--- src/rtl/v810_pkg.sv ---
// Shared v810 definitions for the instruction prefetch queue.
// Holds the reset vector default, the queue FSM encoding and a helper.
package v810_pkg;

    localparam logic [31:0] RESET_PC_DEFAULT = 32'hFFFF_FFF0;

    typedef enum logic [0:0] {
        PFQ_FETCH = 1'b0,
        PFQ_FULL  = 1'b1
    } pfq_state_t;

    function automatic logic [1:0] pfq_sat2(input int unsigned n);
        return (n >= 2) ? 2'd2 : n[1:0];
    endfunction

endpackage

--- src/rtl/pfq_ram.sv ---
// Halfword storage for the prefetch queue: two write ports so a whole
// fetched word lands in one cycle, two read ports for head and head+1.
module pfq_ram
    import v810_pkg::*;
#(
    parameter int DEPTH = 8,
    localparam int AW   = $clog2(DEPTH)
) (
    input  logic          i_clk,
    input  logic          i_we0,
    input  logic [AW-1:0] i_wa0,
    input  logic [15:0]   i_wd0,
    input  logic          i_we1,
    input  logic [AW-1:0] i_wa1,
    input  logic [15:0]   i_wd1,
    input  logic [AW-1:0] i_ra0,
    input  logic [AW-1:0] i_ra1,
    output logic [15:0]   o_rd0,
    output logic [15:0]   o_rd1
);

    logic [15:0] r_mem [DEPTH];

    // Both ports never target the same entry in one cycle.
    always_ff @(posedge i_clk) begin
        if (i_we0) r_mem[i_wa0] <= i_wd0;
        if (i_we1) r_mem[i_wa1] <= i_wd1;
    end

    assign o_rd0 = r_mem[i_ra0];
    assign o_rd1 = r_mem[i_ra1];

endmodule

--- src/rtl/prefetch_queue.sv ---
// v810 instruction prefetch queue: word fetches in, halfwords out to decode.
// Define PREFETCH_QUEUE_BYPASS_EN to forward IF_D into an empty queue.
module prefetch_queue
    import v810_pkg::*;
#(
    parameter int          DEPTH    = 8,
    parameter logic [31:0] RESET_PC = RESET_PC_DEFAULT
) (
    input  logic        CLK,
    input  logic        RESn,
    input  logic        CE,
    input  logic        FLUSH,
    input  logic [31:0] FLUSH_PC,
    output logic        IF_REQ,
    output logic [29:0] IF_A,
    input  logic        IF_ACK,
    input  logic [31:0] IF_D,
    output logic [15:0] ID_HW0,
    output logic [15:0] ID_HW1,
    output logic [1:0]  ID_VLD,
    output logic [31:0] ID_PC,
    input  logic [1:0]  ID_POP
);

    localparam int AW = $clog2(DEPTH);
    localparam int CW = AW + 1;

    pfq_state_t  r_state;
    pfq_state_t  w_state_nxt;
    logic [AW-1:0] r_head;
    logic [AW-1:0] r_tail;
    logic [CW-1:0] r_count;
    logic [31:0]   r_pc;
    logic [29:0]   r_ifa;
    logic          r_skip;

    logic          w_req;
    logic          w_xfer;
    logic [1:0]    w_npush;
    logic [1:0]    w_vld_q;
    logic [1:0]    w_vld;
    logic [1:0]    w_npop;
    logic [1:0]    w_pop;
    logic [CW-1:0] w_count_nxt;
    logic [CW-1:0] w_free;
    logic          w_room;
    logic [15:0]   w_rd0;
    logic [15:0]   w_rd1;
    logic          w_unused_ok;

    assign w_unused_ok = FLUSH_PC[0];

    assign w_xfer  = CE & w_req & IF_ACK & ~FLUSH;
    assign w_npush = w_xfer ? (r_skip ? 2'd1 : 2'd2) : 2'd0;
    assign w_vld_q = pfq_sat2(32'(r_count));

`ifdef PREFETCH_QUEUE_BYPASS_EN
    logic w_byp;
    assign w_byp  = w_xfer & (r_count == '0);
    assign ID_HW0 = w_byp ? (r_skip ? IF_D[31:16] : IF_D[15:0]) : w_rd0;
    assign ID_HW1 = w_byp ? IF_D[31:16] : w_rd1;
    assign w_vld  = w_byp ? w_npush : w_vld_q;
`else
    assign ID_HW0 = w_rd0;
    assign ID_HW1 = w_rd1;
    assign w_vld  = w_vld_q;
`endif

    // Over-asking pops are clipped to what is actually visible.
    assign w_npop = (ID_POP > w_vld) ? w_vld : ID_POP;
    assign w_pop  = (CE & ~FLUSH) ? w_npop : 2'd0;

    assign w_count_nxt = r_count
                       + {{(CW-2){1'b0}}, w_npush}
                       - {{(CW-2){1'b0}}, w_pop};
    assign w_free = CW'(DEPTH) - w_count_nxt;
    assign w_room = (w_free >= CW'(2));

    always_ff @(posedge CLK) begin
        if (!RESn) begin
            r_state <= PFQ_FETCH;
        end else if (CE) begin
            r_state <= w_state_nxt;
        end
    end

    always_comb begin
        w_state_nxt = r_state;
        unique case (r_state)
            PFQ_FETCH: if (!w_room) w_state_nxt = PFQ_FULL;
            PFQ_FULL:  if (w_room)  w_state_nxt = PFQ_FETCH;
            default:   w_state_nxt = PFQ_FETCH;
        endcase
        if (FLUSH) w_state_nxt = PFQ_FETCH;
    end

    // Gating with RESn drops a pending request as soon as reset asserts.
    always_comb begin
        w_req = 1'b0;
        unique case (r_state)
            PFQ_FETCH: w_req = RESn;
            PFQ_FULL:  w_req = 1'b0;
            default:   w_req = 1'b0;
        endcase
    end

    always_ff @(posedge CLK) begin
        if (!RESn) begin
            r_head  <= '0;
            r_tail  <= '0;
            r_count <= '0;
            r_pc    <= {RESET_PC[31:1], 1'b0};
            r_ifa   <= RESET_PC[31:2];
            r_skip  <= RESET_PC[1];
        end else if (CE) begin
            if (FLUSH) begin
                r_head  <= '0;
                r_tail  <= '0;
                r_count <= '0;
                r_pc    <= {FLUSH_PC[31:1], 1'b0};
                r_ifa   <= FLUSH_PC[31:2];
                r_skip  <= FLUSH_PC[1];
            end else begin
                if (w_xfer) begin
                    r_ifa  <= r_ifa + 30'd1;
                    r_skip <= 1'b0;
                    r_tail <= r_tail + AW'(w_npush);
                end
                r_head  <= r_head + AW'(w_pop);
                r_pc    <= r_pc + {29'd0, w_pop, 1'b0};
                r_count <= w_count_nxt;
            end
        end
    end

    pfq_ram #(
        .DEPTH (DEPTH)
    ) u_ram (
        .i_clk (CLK),
        .i_we0 (w_xfer),
        .i_wa0 (r_tail),
        .i_wd0 (r_skip ? IF_D[31:16] : IF_D[15:0]),
        .i_we1 (w_xfer & ~r_skip),
        .i_wa1 (r_tail + AW'(1)),
        .i_wd1 (IF_D[31:16]),
        .i_ra0 (r_head),
        .i_ra1 (r_head + AW'(1)),
        .o_rd0 (w_rd0),
        .o_rd1 (w_rd1)
    );

    assign IF_REQ = w_req;
    assign IF_A   = r_ifa;
    assign ID_VLD = w_vld;
    assign ID_PC  = r_pc;

endmodule

--- config.mk ---
export PLATFORM = sky130hd
export DESIGN_NAME = prefetch_queue
export DESIGN_NICKNAME = d
export VERILOG_FILES = /design/src/rtl/v810_pkg.sv /design/src/rtl/pfq_ram.sv /design/src/rtl/prefetch_queue.sv
export SDC_FILE = /design/constraint.sdc
export NUM_CORES = 1
export LEC_CHECK = 0
export BUFFER_PORTS_ARGS = -buffer_cell sky130_fd_sc_hd__clkbuf_2
export CAP_MARGIN = 25
export CORE_ASPECT_RATIO = 1.25
export CORE_UTILIZATION = 35
export CTS_CLUSTER_SIZE = 28
export DETAILED_ROUTE_END_ITERATION = 8
export PLACE_DENSITY_LB_ADDON = 0.15
export SYNTH_ARGS = -nofsm -noshare
export SYNTH_HDL_FRONTEND = slang
export SYNTH_SLANG_ARGS = --single-unit
--- constraint.sdc ---
create_clock -name CLK -period 4.3 [get_ports CLK]
set_input_delay 1.075 -clock CLK [delete_from_list [all_inputs] [get_ports CLK]]
set_output_delay 1.075 -clock CLK [all_outputs]
set_load 0.01 [all_outputs]
==> flow_metrics.py <==
metrics = {
    "run_status": {
        "outcome": "completed",
    },
    "timing": {
        "worstMarginPinSlew_ps": 736,
        "hold_violations": 0,
        "finClkSkew_ps": 6.46,
        "max-slew-margin-rel_pct": 50.9,
        "fin_tns_setup_ps": 0,
        "setup_violations": 0,
        "fin_crit_sh_pct": 89.6,
        "rsz0062_at_grt": "false",
        "slew_violations": 0,
        "min_period_ps": 3850,
        "clock.fmax_mhz": 260,
        "fin_hold_ws_ps": 487,
    },
    "detailed_routing": {
        "first_pass_iters": 5,
        "wl_per_cell_um": 22.6,
        "wl_um": 39900,
        "drt-initial-drc-count": 627,
        "vias": 9991,
        "drc_errors": 0,
        "routed_via_density": 5.66,
        "drtAntennaViolNets": 0,
    },
    "finish": {
        "multi_input_area_um2": 6510,
        "regArea_um2": 5370,
        "instances_no_fill": 1764,
        "fill_cells": 3304,
        "drive_gt1_share_pct": 35.4,
        "area_growth_pct": 18.6,
        "num-nets-final": 1369,
    },
    "yosys": {
        "syn_area_per_cell_um2": 10.9,
        "yosysUniqueCellTypes": 73,
        "netlist_instances": 1132,
        "yosys-top-cells-area": "edfxtp_1, dfxtp_1, mux4_2",
        "async_reset_ff_share_pct": 0,
        "synth.top_cell.area_share_pct": 31.3,
        "synth_edf_count": 128,
        "yosys_warnings": 0,
        "synthesis.area_um2": 12300,
        "yosysSeqAreaShare_pct": 43.6,
        "synth_top_cell_by_area": "edfxtp_1",
        "synth_fp_nets": 1224,
        "synth.ff_latch_count": 204,
        "ys_dominant_reg_cell": "edfxtp_1",
    },
    "worst_setup_path": {
        "critPathLaunchType": "register",
        "cp_max_fo": 8,
        "worst_setup_path_end_kind": "register",
        "arrival_ps": 4230,
        "path_class": "register to register",
        "worstReg2RegStart": "r_count[2]",
        "rr_worst_depth": 16,
        "r2r_setup_slack_ps": 450,
        "worst_r2r_endpoint": "ID_PC[21]",
        "crit_required_ps": 4670,
    },
    "worst_hold_path": {
        "min_path_type": "register to register",
        "worstHoldEndpoint": "r_count[2]",
        "min_path_cells": 2,
        "hold_start": "r_count[2]",
    },
    "cts": {
        "cts_root_buf": "clkbuf_16",
        "postCtsSetupRepairBufs": 0,
        "cts_sinks": 204,
        "cts_buffers": 25,
        "cts_resized": 0,
        "worstSkewPairLatency_ps": 520,
        "cts_buffer_depth": 3,
        "ctsHoldBuffers": 0,
        "cts_max_level": 1,
        "cts_tree": "done",
        "clk_pin_slew_ps": 60,
    },
    "power": {
        "ir_drop_uv": 233,
        "totalPowerFinal_mw": 4.87,
        "p_leak_nw": 5.34,
        "swShare_pct": 26.6,
        "sequentialPowerShare_pct": 45.1,
        "intPower_mw": 3.57,
        "switching_power_mw": 1.29,
        "powerDensity_nw_per_um2": 334,
        "combPwrFrac_pct": 12.9,
        "p_clk_share_pct": 42.0,
    },
    "floorplanning": {
        "start_util_pct": 35.6,
        "die_h_um": 212,
        "dieArea_um2": 35900,
        "die_w_um": 170,
        "rows": 76,
        "io_pins": 168,
        "core-area_um2": 34500,
    },
    "placed_design": {
        "dp_hpwl_um": 26500,
        "dp_cells": 1718,
        "io_buffers": 165,
        "place.gp.congestion": 0.903,
    },
    "grt": {
        "grt_pass1_wl_um": 59500,
        "antenna_found_initial": 0,
        "grt_pass1_vias": 9847,
        "gr-total-overflow": 0,
        "grt_max_degree": 63,
        "grt_use_total_pct": 22.1,
    },
    "run": {
        "max_cap_viol_count": 0,
    },
}
-- state kept, by name, summed over array words and instances (netlist names), named ones only --
| register | flops |
|---|---|
| r_state | 1 |
| r_skip | 1 |
| ID_PC | 31 |
| r_count | 4 |
| r_head | 3 |
| IF_A | 30 |
| r_tail | 3 |
| u_ram.r_mem | 128 |
-- stage by stage --
stage | utilization (%) | cell area, um^2 | worst slack (ps)
floorplan | - | 12300 | 6.75
global placement | 40.0 | 13800 | 96.2
detailed placement | 40.0 | 13800 | 54.6
CTS | 42.2 | 14600 | 403
global route | 42.2 | 14600 | 141
finish | 42.3 | 14600 | 446
-- logic make-up after synthesis --
group | share of synthesized area, %
and+or+nand+nor | 12.3
AOI/OAI and AO/OA | 13.0
DFF | 43.6
muxes | 23.8
buffers and inverters | 4.13
adders and majority gates | 2.44
xor gates and xnor gates | 0.641
other | 0.0305
-- worst max path at each step --
stage	from	slack, ps	endpoint
2_1_floorplan	FLUSH	7	ID_PC[27]
3_3_place_gp	ID_POP[1]	100	ID_PC[21]
3_5_place_dp	ID_POP[1]	50	ID_PC[21]
4_1_cts	r_count[2]	400	ID_PC[21]
5_1_grt	r_count[2]	140	ID_PC[21]
6_report	r_count[2]	450	ID_PC[21]
-- per-layer routing --
| layer | track usage [%] | routed length [um] | share of wire, % | up-vias |
|---|---|---|---|---|
| li1 | - | - | - | 4643 |
| met1 | 25.9 | 15600 | 39 | 4902 |
| met2 | 40.2 | 20300 | 51 | 379 |
| met3 | 4.00 | 2680 | 6.7 | 67 |
| met4 | 7.83 | 1310 | 3.3 | 0 |
| met5 | 0 | 0 | 0 | - |
-- critical path, stage by stage, from the launching register on --
cell      delay [ps]
dfxtp_1          300
inv_1             70
ha_1             140
nor2b_1          210
inv_1             80
ha_1             270
nor2b_1          120
o221a_2          240
ha_1             240
inv_1             70
fa_1             420
nand3b_1         230
or4_1            460
buf_4            200
or4_1            460
o21ai_0           90
o21ai_0          110
-- final cells by class --
type,count,share of cell area [%]
clock buffer,27,4.34
timing repair buffer,215,8.48
inverter,28,0.721
multi-input combinational,803,44.6
sequential,204,36.8
clock inverter,18,0.978
tap,468,4.02
antenna,1,0.0172
-- placed cells by master (no fill, tap or decap), types with 14 or more instances in the layout --
cell	Yosys	final
clkbuf_16	0	25
dfxtp_1	76	73
o21ai_0	36	34
inv_1	27	27
mux2_2	113	113
mux2i_1	21	21
nand3_1	29	29
o22ai_1	18	14
nor3_1	22	22
ha_1	16	16
clkbuf_2	0	165
mux4_2	64	64
nand2_1	56	56
a21oi_1	111	111
buf_4	6	46
edfxtp_1	128	128
nor2_1	125	121
nand4_1	14	14
-- power groups by stage --
| stage | combinational [mW] | sequential, mW | clock (mW) |
|---|---|---|---|
| 4_1_cts | 0.630 | 2.19 | 2.08 |
| 5_1_grt | 0.689 | 2.20 | 2.16 |
| 2_1_floorplan | 0.402 | 2.23 | 0 |
| 3_3_place_gp | 0.619 | 2.23 | 0 |
| 6_report | 0.628 | 2.19 | 2.05 |
| 3_5_place_dp | 0.626 | 2.23 | 0 |
-- cell usage after synthesis (all sizes together), types with 7 or more instances --
cell type,number
nand2,57
nor3,23
dfxtp,76
o21ai,36
inv,27
o22ai,18
a21oi,111
nor2b,7
mux2,113
a32oi,7
nand3,30
buf,43
nor2,125
mux2i,21
a311oi,7
clkbuf,54
nor4,9
o31ai,9
o211ai,7
edfxtp,128
ha,16
a31oi,7
nand2b,12
and3,11
a22oi,9
nand4,15
mux4,64
Note: power is estimated with default switching activity, not from simulation.
